[src/rtl/mul_share_arbiter_if.sv]
// Bundle between the compute cores, the shared-multiplier arbiter and the single booth multiplier.
// slave = arbiter view; master = the cores/multiplier (or bench) view.
interface mul_share_arbiter_if #(
  parameter int NUM_REQ = 2,
  parameter int DATA_W  = 64
);
  logic [NUM_REQ-1:0]        req;
  logic [NUM_REQ*DATA_W-1:0] op_a;
  logic [NUM_REQ*DATA_W-1:0] op_b;
  logic [NUM_REQ-1:0]        gnt;
  logic [NUM_REQ-1:0]        done;
  logic [NUM_REQ-1:0]        err;
  logic [2*DATA_W-1:0]       result;
  logic                      busy;
  logic [DATA_W-1:0]         m_multiplier;
  logic [DATA_W-1:0]         m_multiplicand;
  logic                      m_op_start;
  logic                      m_op_clear;
  logic                      m_op_done;
  logic [2*DATA_W-1:0]       m_result;

  modport slave (
    input  req, op_a, op_b, m_op_done, m_result,
    output gnt, done, err, result, busy,
           m_multiplier, m_multiplicand, m_op_start, m_op_clear
  );

  modport master (
    output req, op_a, op_b, m_op_done, m_result,
    input  gnt, done, err, result, busy,
           m_multiplier, m_multiplicand, m_op_start, m_op_clear
  );
endinterface

[src/rtl/mul_share_arbiter.sv]
// Round-robin share of one multiplier among NUM_REQ cores; grant 1 cycle after req, done/err 1 cycle after exit.
// No queuing: a core holds req until its done/err; dropping req mid-run aborts silently.
module mul_share_arbiter #(
  parameter int NUM_REQ = 2,
  parameter int DATA_W  = 64,
  parameter int TIMEOUT = 256
) (
  input  logic                  clk,
  input  logic                  reset_n,
  mul_share_arbiter_if.slave    arb
);

  localparam int PW = (NUM_REQ > 1) ? $clog2(NUM_REQ) : 1;
  localparam int CW = $clog2(TIMEOUT);

  typedef enum logic [1:0] {
    S_IDLE  = 2'd0,
    S_RUN   = 2'd1,
    S_CLEAR = 2'd2
  } state_e;

  state_e              state_q, state_d;
  logic [PW-1:0]       ptr_q, ptr_d;
  logic [CW-1:0]       cnt_q, cnt_d;
  logic [NUM_REQ-1:0]  gnt_q, gnt_d;
  logic [NUM_REQ-1:0]  done_q, done_d;
  logic [NUM_REQ-1:0]  err_q, err_d;
  logic [2*DATA_W-1:0] result_q, result_d;
  logic                busy_q, busy_d;
  logic [DATA_W-1:0]   mplier_q, mplier_d;
  logic [DATA_W-1:0]   mcand_q, mcand_d;
  logic                start_q, start_d;
  logic                clear_q, clear_d;

  logic                win_vld;
  logic [PW-1:0]       win_idx;
  logic [PW-1:0]       cand;
  logic [PW-1:0]       ptr_nxt;
  logic [NUM_REQ-1:0]  win_oh;
  logic [DATA_W-1:0]   sel_a;
  logic [DATA_W-1:0]   sel_b;
  logic                go_clear;

  // First requester at or after ptr, wrapping.
  always_comb begin
    win_vld = 1'b0;
    win_idx = '0;
    cand    = '0;
    for (int i = 0; i < NUM_REQ; i++) begin
      cand = PW'((int'(ptr_q) + i) % NUM_REQ);
      if (!win_vld && arb.req[cand]) begin
        win_vld = 1'b1;
        win_idx = cand;
      end
    end
  end

  always_comb begin
    sel_a  = '0;
    sel_b  = '0;
    win_oh = '0;
    for (int i = 0; i < NUM_REQ; i++) begin
      if (win_idx == PW'(i)) begin
        sel_a     = arb.op_a[i*DATA_W +: DATA_W];
        sel_b     = arb.op_b[i*DATA_W +: DATA_W];
        win_oh[i] = 1'b1;
      end
    end
  end

  assign ptr_nxt = (win_idx == PW'(NUM_REQ - 1)) ? '0 : win_idx + 1'b1;

  always_comb begin
    state_d  = state_q;
    ptr_d    = ptr_q;
    cnt_d    = cnt_q;
    gnt_d    = gnt_q;
    done_d   = '0;
    err_d    = '0;
    result_d = result_q;
    busy_d   = busy_q;
    mplier_d = mplier_q;
    mcand_d  = mcand_q;
    start_d  = start_q;
    clear_d  = 1'b0;
    go_clear = 1'b0;

    case (state_q)
      S_IDLE: begin
        if (win_vld) begin
          mplier_d = sel_a;
          mcand_d  = sel_b;
          gnt_d    = win_oh;
          ptr_d    = ptr_nxt;
          start_d  = 1'b1;
          busy_d   = 1'b1;
          cnt_d    = '0;
          state_d  = S_RUN;
        end
      end
      S_RUN: begin
        cnt_d = cnt_q + 1'b1;
        // Completion outranks both abort and timeout in the same cycle.
        if (arb.m_op_done) begin
          result_d = arb.m_result;
          done_d   = gnt_q;
          go_clear = 1'b1;
        end else if (~|(arb.req & gnt_q)) begin
          go_clear = 1'b1;
        end else if (cnt_q == CW'(TIMEOUT - 1)) begin
          err_d    = gnt_q;
          go_clear = 1'b1;
        end
        if (go_clear) begin
          state_d = S_CLEAR;
          start_d = 1'b0;
          clear_d = 1'b1;
          gnt_d   = '0;
          cnt_d   = '0;
        end
      end
      S_CLEAR: begin
        state_d = S_IDLE;
        busy_d  = 1'b0;
      end
      default: begin
        state_d = S_IDLE;
        busy_d  = 1'b0;
        start_d = 1'b0;
        gnt_d   = '0;
      end
    endcase
  end

  always_ff @(posedge clk or negedge reset_n) begin
    if (!reset_n) begin
      state_q  <= S_IDLE;
      ptr_q    <= '0;
      cnt_q    <= '0;
      gnt_q    <= '0;
      done_q   <= '0;
      err_q    <= '0;
      result_q <= '0;
      busy_q   <= 1'b0;
      mplier_q <= '0;
      mcand_q  <= '0;
      start_q  <= 1'b0;
      clear_q  <= 1'b0;
    end else begin
      state_q  <= state_d;
      ptr_q    <= ptr_d;
      cnt_q    <= cnt_d;
      gnt_q    <= gnt_d;
      done_q   <= done_d;
      err_q    <= err_d;
      result_q <= result_d;
      busy_q   <= busy_d;
      mplier_q <= mplier_d;
      mcand_q  <= mcand_d;
      start_q  <= start_d;
      clear_q  <= clear_d;
    end
  end

  assign arb.gnt            = gnt_q;
  assign arb.done           = done_q;
  assign arb.err            = err_q;
  assign arb.result         = result_q;
  assign arb.busy           = busy_q;
  assign arb.m_multiplier   = mplier_q;
  assign arb.m_multiplicand = mcand_q;
  assign arb.m_op_start     = start_q;
  assign arb.m_op_clear     = clear_q;

endmodule

[src/flat_wrapper.sv]
// flat-port wrapper written by rule: the top's interface ports become plain ports
module mul_share_arbiter_flat 
#(
  parameter int NUM_REQ = 2,
  parameter int DATA_W  = 64,
  parameter int TIMEOUT = 256
)
  (clk, reset_n, arb_req, arb_op_a, arb_op_b, arb_m_op_done, arb_m_result, arb_gnt, arb_done, arb_err, arb_result, arb_busy, arb_m_multiplier, arb_m_multiplicand, arb_m_op_start, arb_m_op_clear);
  mul_share_arbiter_if #(.NUM_REQ(NUM_REQ), .DATA_W(DATA_W)) arb_i ();
  input  logic clk;
  input  logic reset_n;
  input wire logic [$bits(arb_i.req)-1:0] arb_req;
  input wire logic [$bits(arb_i.op_a)-1:0] arb_op_a;
  input wire logic [$bits(arb_i.op_b)-1:0] arb_op_b;
  input wire logic [$bits(arb_i.m_op_done)-1:0] arb_m_op_done;
  input wire logic [$bits(arb_i.m_result)-1:0] arb_m_result;
  output wire logic [$bits(arb_i.gnt)-1:0] arb_gnt;
  output wire logic [$bits(arb_i.done)-1:0] arb_done;
  output wire logic [$bits(arb_i.err)-1:0] arb_err;
  output wire logic [$bits(arb_i.result)-1:0] arb_result;
  output wire logic [$bits(arb_i.busy)-1:0] arb_busy;
  output wire logic [$bits(arb_i.m_multiplier)-1:0] arb_m_multiplier;
  output wire logic [$bits(arb_i.m_multiplicand)-1:0] arb_m_multiplicand;
  output wire logic [$bits(arb_i.m_op_start)-1:0] arb_m_op_start;
  output wire logic [$bits(arb_i.m_op_clear)-1:0] arb_m_op_clear;
  assign arb_i.req = arb_req;
  assign arb_i.op_a = arb_op_a;
  assign arb_i.op_b = arb_op_b;
  assign arb_i.m_op_done = arb_m_op_done;
  assign arb_i.m_result = arb_m_result;
  assign arb_gnt = arb_i.gnt;
  assign arb_done = arb_i.done;
  assign arb_err = arb_i.err;
  assign arb_result = arb_i.result;
  assign arb_busy = arb_i.busy;
  assign arb_m_multiplier = arb_i.m_multiplier;
  assign arb_m_multiplicand = arb_i.m_multiplicand;
  assign arb_m_op_start = arb_i.m_op_start;
  assign arb_m_op_clear = arb_i.m_op_clear;
  mul_share_arbiter #(.NUM_REQ(NUM_REQ), .DATA_W(DATA_W), .TIMEOUT(TIMEOUT)) u_core (.clk(clk), .reset_n(reset_n), .arb(arb_i));
endmodule
[config.mk]
export PLATFORM = sky130hd
export DESIGN_NAME = mul_share_arbiter_flat
export DESIGN_NICKNAME = d
export VERILOG_FILES = /design/src/rtl/mul_share_arbiter_if.sv /design/src/rtl/mul_share_arbiter.sv /design/src/flat_wrapper.sv
export SDC_FILE = /design/constraint.sdc
export NUM_CORES = 1
export LEC_CHECK = 0
export BUFFER_PORTS_ARGS = -buffer_cell sky130_fd_sc_hd__buf_2
export CAP_MARGIN = 20
export CORE_AREA = 2 2 252 254
export CTS_CLUSTER_DIAMETER = 40
export CTS_CLUSTER_SIZE = 40
export DETAILED_ROUTE_END_ITERATION = 7
export DIE_AREA = 0 0 254 256
export HOLD_SLACK_MARGIN = 0.02
export SLEW_MARGIN = 20
export SYNTH_ARGS = -nofsm -noshare
export SYNTH_HDL_FRONTEND = slang
export SYNTH_SLANG_ARGS = --single-unit
[constraint.sdc]
create_clock -name clk -period 1.6 [get_ports clk]
set_input_delay 0.08 -clock clk [delete_from_list [all_inputs] [get_ports clk]]
set_output_delay 0.08 -clock clk [all_outputs]
set_load 0.1 [all_outputs]
==> summary.txt, run 1 <==
Via-to-Cell Ratio - 4.09
Die X - 254 um
Rows - 92
Worst setup margin - -3.01 ps
Critical Path Source Type - flop
Final setup viols - 1
Post-detailed-route wirelength per cell - 17.1 um
Syn Nets - 1,304
Placer Congestion - 0.880
Max Clk Rate - 624 MHz
Fin. max-slew vios - 0
Worst Skew - 15.3 ps
Seq/Total Area, Yosys - 60.2%
Routed wire length on met3 - 4150 um
Unrepaired setup endpoints after global routing - true
Final critical-path required period - 1600 ps
Routed WL - 50,200 um
Synth Area in Adders - 0.109%
Die Footprint - 65,000 sq um
Congestion Overflow GR - 0
Reg2Reg Setup Slack - -3 ps
Number of synthesized flops with an enable pin - 0
CP peak stage delay - 400 ps
Initial DRC Count - 677
Dpl hpwl - 30,400 um
Synth unique cells - 35
Cell family with most CP delay - buffers and inverters
CP Cell Sequence - o21ai_4, buf_12, clkbuf_16, buf_4, mux2i_1, o21ai_1
Area Overhead vs Synth - 95.6%
Crit end category - flop
Post-Syn Instances - 914
Initial Utilization - 18.4%
Mux contribution to synthesized area - 23.8%
Required @ worst endpoint - 2030 ps
Top Layer Used - met5
H-tree depth reported by CTS - 2
Ratio of cells with drive above 1 in the final layout - 47.9%
Max cap viols - 0
DRT Pass-1 Iters - 5
Period utilization - 100%
Combinational family with the most area after synthesis - multiplexers
Clock Latency Late Sink - 560 ps
Nets - 2,441
Yosys warning count - 0
Total track usage - 14.0%
Vias in the first global route - 13.2k
Clock tree sinks - 276
Max Buffers Root-to-Sink - 3
Post-Synth XOR/XNOR Area - 0.229%
Failing checks - setup timing
PortBufs - 653
Initial antenna violation count - 6
Hold WC Path Type - input pin to flop
Worst-path fanout max - 11
Vias - 12.0k
Least-Margin Pin Slew - 574 ps
Critical path class - flop to flop
CP bufs+invs - 3
Clk slew on worst S/H paths - 50 ps
Final Hold Viols - 0
Global-route wire length before repair - 71,900 um
Total core area - 62,400 sq um
Outcome - complete, but fails checks
Post-synth top flop - dfrtp_1
Average size of a mapped cell - 12.6 sq um
CTS buffer count - 51
Synthesized-area fraction occupied by and/or/nand/nor cells - 5.87%
CTS Root Cell - clkbuf_16
Largest net degree at the start of global routing - 68
DRC - 0
Critical path data arrival time - 2030 ps
CTS tree - yes
Slew HR - 62.0%
Seq cells post-synth - 276
Async S/R FF share, synth - 100%
Post-Syn Area - 11,500 sq um
Compound-Gate Fraction of Synth Area - 6.91%
M1 WL - 18,400 um
Critical Path Slowest Stage Cell - dfrtp_1
Post-DRT Antenna Nets - 0
I/O Pins - 654
Die height - 256 um
Met2 WL - 25,000 um
Worst hold slack - 275 ps
==> area by class of cell <==
class | instances | area (sq um)
fillers | 5918 | 39900
repair buffers | 1142 | 8350
diodes | 3 | 7.51
clock buffers | 63 | 1420
well taps | 846 | 1060
multi-input cells | 577 | 4380
inverters | 3 | 11.3
clock inverters | 33 | 304
flip-flops and latches | 276 | 6910
==> metrics by stage <==
stage | instances | setup WS (ps) | util [%] | setup TNS, ps | instance area (sq um)
floorplan | 914 | 11.1 | - | 0 | 11500
global placement | 2436 | 17.3 | 26.1 | 0 | 16300
detailed placement | 2436 | 22.1 | 26.1 | 0 | 16300
CTS | 2922 | 7.44 | 35.1 | 0 | 21900
global route | 2943 | -74.2 | 36.0 | -1540 | 22400
finish | 2943 | -3.01 | 36.0 | -3.01 | 22400
==> state kept, by name, indices dropped and copies added, names as in the netlist, 2 cells and up <==
register	cells
u_core.state_q	2
u_core.arb.m_multiplicand	64
u_core.arb.result	128
u_core.arb.done	2
u_core.cnt_q	8
u_core.arb.gnt	2
u_core.arb.m_multiplier	64
u_core.arb.err	2
==> placed cells by master, fill, tap and decap left out, types with 6 or more instances in the layout <==
cell type / synthesis / layout
dfrtp_1: 276 / 274
nor2_1: 7 / 6
mux2i_1: 129 / 112
buf_6: 0 / 12
clkbuf_8: 0 / 8
mux2_2: 128 / 128
buf_8: 0 / 6
clkinv_2: 0 / 6
clkinv_4: 0 / 6
buf_12: 0 / 11
o21ai_1: 100 / 104
clkinvlp_4: 0 / 9
buf_2: 19 / 650
clkbuf_16: 0 / 60
nand3_1: 6 / 6
mux2i_2: 0 / 13
buf_4: 21 / 62
nand2_1: 137 / 136
o21ai_0: 34 / 29
dlygate4sd3_1: 0 / 390
==> repair_timing <==
action / CTS / global route
pin swaps: 0 / 2
cloned: 0 / 10
resized for setup: 2 / 55
hold buffers: 390 / 0
buffers inserted: 0 / 8
setup endpoints to repair: 2 / 139
hold endpoints to repair: 536 / 0
==> cell usage after synthesis, drive strengths merged, types with 4 or more instances <==
master | n | area (sq um)
mux2i | 129 | 1290
o21ai | 135 | 679
dfrtp | 276 | 6910
nand3 | 6 | 30.0
a21oi | 4 | 20.0
nor2 | 7 | 26.3
nand2 | 137 | 514
buf | 42 | 260
mux2 | 128 | 1440
and3 | 5 | 31.3
a31oi | 4 | 25.0
clkbuf | 16 | 60.1
==> kinds of logic (layout without fill, tap and decap cells) <==
family | count (synthesis) | in the layout
flip-flops | 276 | 276
multiplexers | 257 | 257
AND/OR/NAND/NOR | 165 | 165
AO/OA/AOI/OAI | 151 | 151
buffers and inverters | 61 | 1241
XOR/XNOR | 3 | 3
adder cells (fa/ha/maj) | 1 | 1
other | 0 | 3
==> final timing paths <==
| check | end | cells after the start | from |
|---|---|---|---|
| min in group asynchronous | u_core.arb.m_multiplicand[18] | 3 | reset_n |
| setup reg to reg | u_core.arb.m_multiplicand[29] | 6 | u_core.ptr_q |
| hold / removal | u_core.arb.result[60] | 3 | arb_m_result[60] |
| hold reg to reg | u_core.arb.m_multiplicand[20] | 2 | u_core.arb.m_multiplicand[20] |
| max in group asynchronous | u_core.arb.m_multiplicand[17] | 4 | reset_n |
| setup / recovery | u_core.arb.m_multiplicand[29] | 6 | u_core.ptr_q |
==> metal layers <==
layer | track usage, % | up-vias
li1 | - | 5487
met1 | 14.8 | 5720
met2 | 24.7 | 660
met3 | 3.87 | 172
met4 | 8.14 | 2
met5 | 0 | -
==> worst reg2reg max path: stages (launching register included) <==
cell       delay (ps)
dfrtp_1           400
o21ai_4           200
buf_12            160
clkbuf_16         190
buf_4             180
mux2i_1           250
o21ai_1            90
Power of run 1 is left out: the tool's default activity adds up to more than one toggle a clock period on the data nets, which glitch-free logic cannot reach.
==> run 2, diff against run 1 <==
--- a/config.mk
+++ b/config.mk
@@ -12,7 +12,7 @@
 export CTS_CLUSTER_SIZE = 40
 export DETAILED_ROUTE_END_ITERATION = 7
 export DIE_AREA = 0 0 254 256
-export HOLD_SLACK_MARGIN = 0.02
+export RECOVER_POWER = 100
 export SLEW_MARGIN = 20
 export SYNTH_ARGS = -nofsm -noshare
 export SYNTH_HDL_FRONTEND = slang
==> run 2 against run 1 <==
The run still ends with setup timing left. Setup slack got worse by 0.60 ps. Critical path type unchanged. Sequential cell count did not move. Sequential share of layout area rose by 0.16 points.
==> summary.txt, run 2 (synthesis gave the netlist of run 1 again) <==
Outcome - complete, but fails checks
Failing checks - setup timing
Vias - 12.0k
Final critical-path required period - 1600 ps
Die X - 254 um
PortBufs - 653
Fin. max-slew vios - 0
Unrepaired setup endpoints after global routing - true
CP Cell Sequence - o21ai_4, buf_12, clkbuf_16, buf_4, mux2i_1, o21ai_1
CP bufs+invs - 3
Required @ worst endpoint - 2030 ps
CTS tree - yes
Die height - 256 um
Routed WL - 50,200 um
Nets - 2,439
DRC - 0
DRT Pass-1 Iters - 5
Reg2reg path depth - 6
Max Buffers Root-to-Sink - 3
Dpl hpwl - 30,400 um
Worst setup margin - -3.61 ps
Final setup viols - 1
Clk slew on worst S/H paths - 50 ps
CP Depth - 6
I/O Pins - 654
Total track usage - 14.0%
CTS Root Cell - clkbuf_16
Initial antenna violation count - 6
Critical path class - flop to flop
Worst hold slack - 40.5 ps
Critical Path Slowest Stage Cell - dfrtp_1
Worst-path fanout max - 11
Cell family with most CP delay - buffers and inverters
Least-Margin Pin Slew - 754 ps
Final Hold Viols - 0
Placer Congestion - 0.880
Initial DRC Count - 690
Via-to-Cell Ratio - 4.09
Area Overhead vs Synth - 94.6%
CP peak stage delay - 400 ps
Critical Path Source Type - flop
Congestion Overflow GR - 0
Layout fillers - 5,941
Number of flip-flops in the largest register - 128
Vias in the first global route - 13.1k
Clock Latency Late Sink - 560 ps
Total core area - 62,400 sq um
Worst Skew - 16.9 ps
Period utilization - 100%
Reg2Reg Setup Slack - -4 ps
Ratio of cells with drive above 1 in the final layout - 47.1%
Critical path data arrival time - 2040 ps
Max Clk Rate - 624 MHz
Global-route wire length before repair - 71,800 um
Commonest cells after routing, fill and taps aside - 437 x buf_2, 388 x dlygate4sd3_1, 274 x dfrtp_1, 215 x clkbuf_2, 136 x nand2_1
Hold WC Path Type - input pin to asynchronous set/reset pin
Post-detailed-route wirelength per cell - 17.1 um
Slew HR - 49.8%
CTS buffer count - 51
Rows - 92
Setup Total Neg Slack - -3.61 ps
Initial Utilization - 18.4%
Post-DRT Antenna Nets - 0
Die Footprint - 65,000 sq um
Clock tree sinks - 276
H-tree depth reported by CTS - 2
Largest net degree at the start of global routing - 68
Most common cell after layout, fill and taps aside - buf_2
Max cap viols - 0
Crit end category - flop
==> run 2: cell types whose count changed in the layout (fill, tap and decap cells not counted) <==
cell	delta
buf_12	-2
buf_2	-213
buf_4	-22
clkbuf_1	+17
clkbuf_2	+215
clkbuf_4	+5
dlygate4sd3_1	-2
o21ai_0	+18
o21ai_1	-18
==> run 2: area by class of cell <==
class	count	area [sq um]	share of cell area, %
clock buffer	63	1420	6.37
inverter	3	11.3	0.0504
sequential	276	6910	30.9
timing repair buffer	1140	8240	36.9
multi-input combinational	577	4380	19.6
tap	846	1060	4.74
clock inverter	33	304	1.36
antenna	3	7.51	0.0336
==> run 2: worst paths after layout <==
path	from	to
max reg2reg	u_core.ptr_q	u_core.arb.m_multiplicand[29]
max in group asynchronous	reset_n	u_core.arb.m_multiplier[36]
min in group clk	arb_m_result[60]	u_core.arb.result[60]
min reg2reg	u_core.arb.m_multiplicand[20]	u_core.arb.m_multiplicand[20]
min	reset_n	u_core.arb.m_multiplicand[17]
max	u_core.ptr_q	u_core.arb.m_multiplicand[29]
==> run 2: layer usage <==
layer	vias to the layer above	track usage, %	wire [um]
li1	5490	-	-
met1	5676	14.8	18400
met4	2	8.14	2730
met3	176	3.87	4130
met5	-	0	13
met2	695	24.7	24900
==> run 2: repair_timing <==
item / in CTS / in global routing
endpoints found under the hold margin: 535 / 0
gates resized for setup: 2 / 55
buffers inserted: 0 / 8
cloned: 0 / 10
setup endpoints to repair: 2 / 139
pin swaps: 0 / 2
hold buffers: 388 / 0
==> run 2: through the flow <==
step / area, sq um / instances / utilization, % / worst slack [ps]
2_1_floorplan: 11500 / 914 / - / 11.1
3_3_place_gp: 16300 / 2436 / 26.1 / 17.3
3_5_place_dp: 16300 / 2436 / 26.1 / 22.1
4_1_cts: 21900 / 2920 / 35.1 / 7.44
5_1_grt: 22300 / 2941 / 35.8 / -73.5
6_report: 22300 / 2941 / 35.8 / -3.61
Power of run 2 is left out for the same reason.
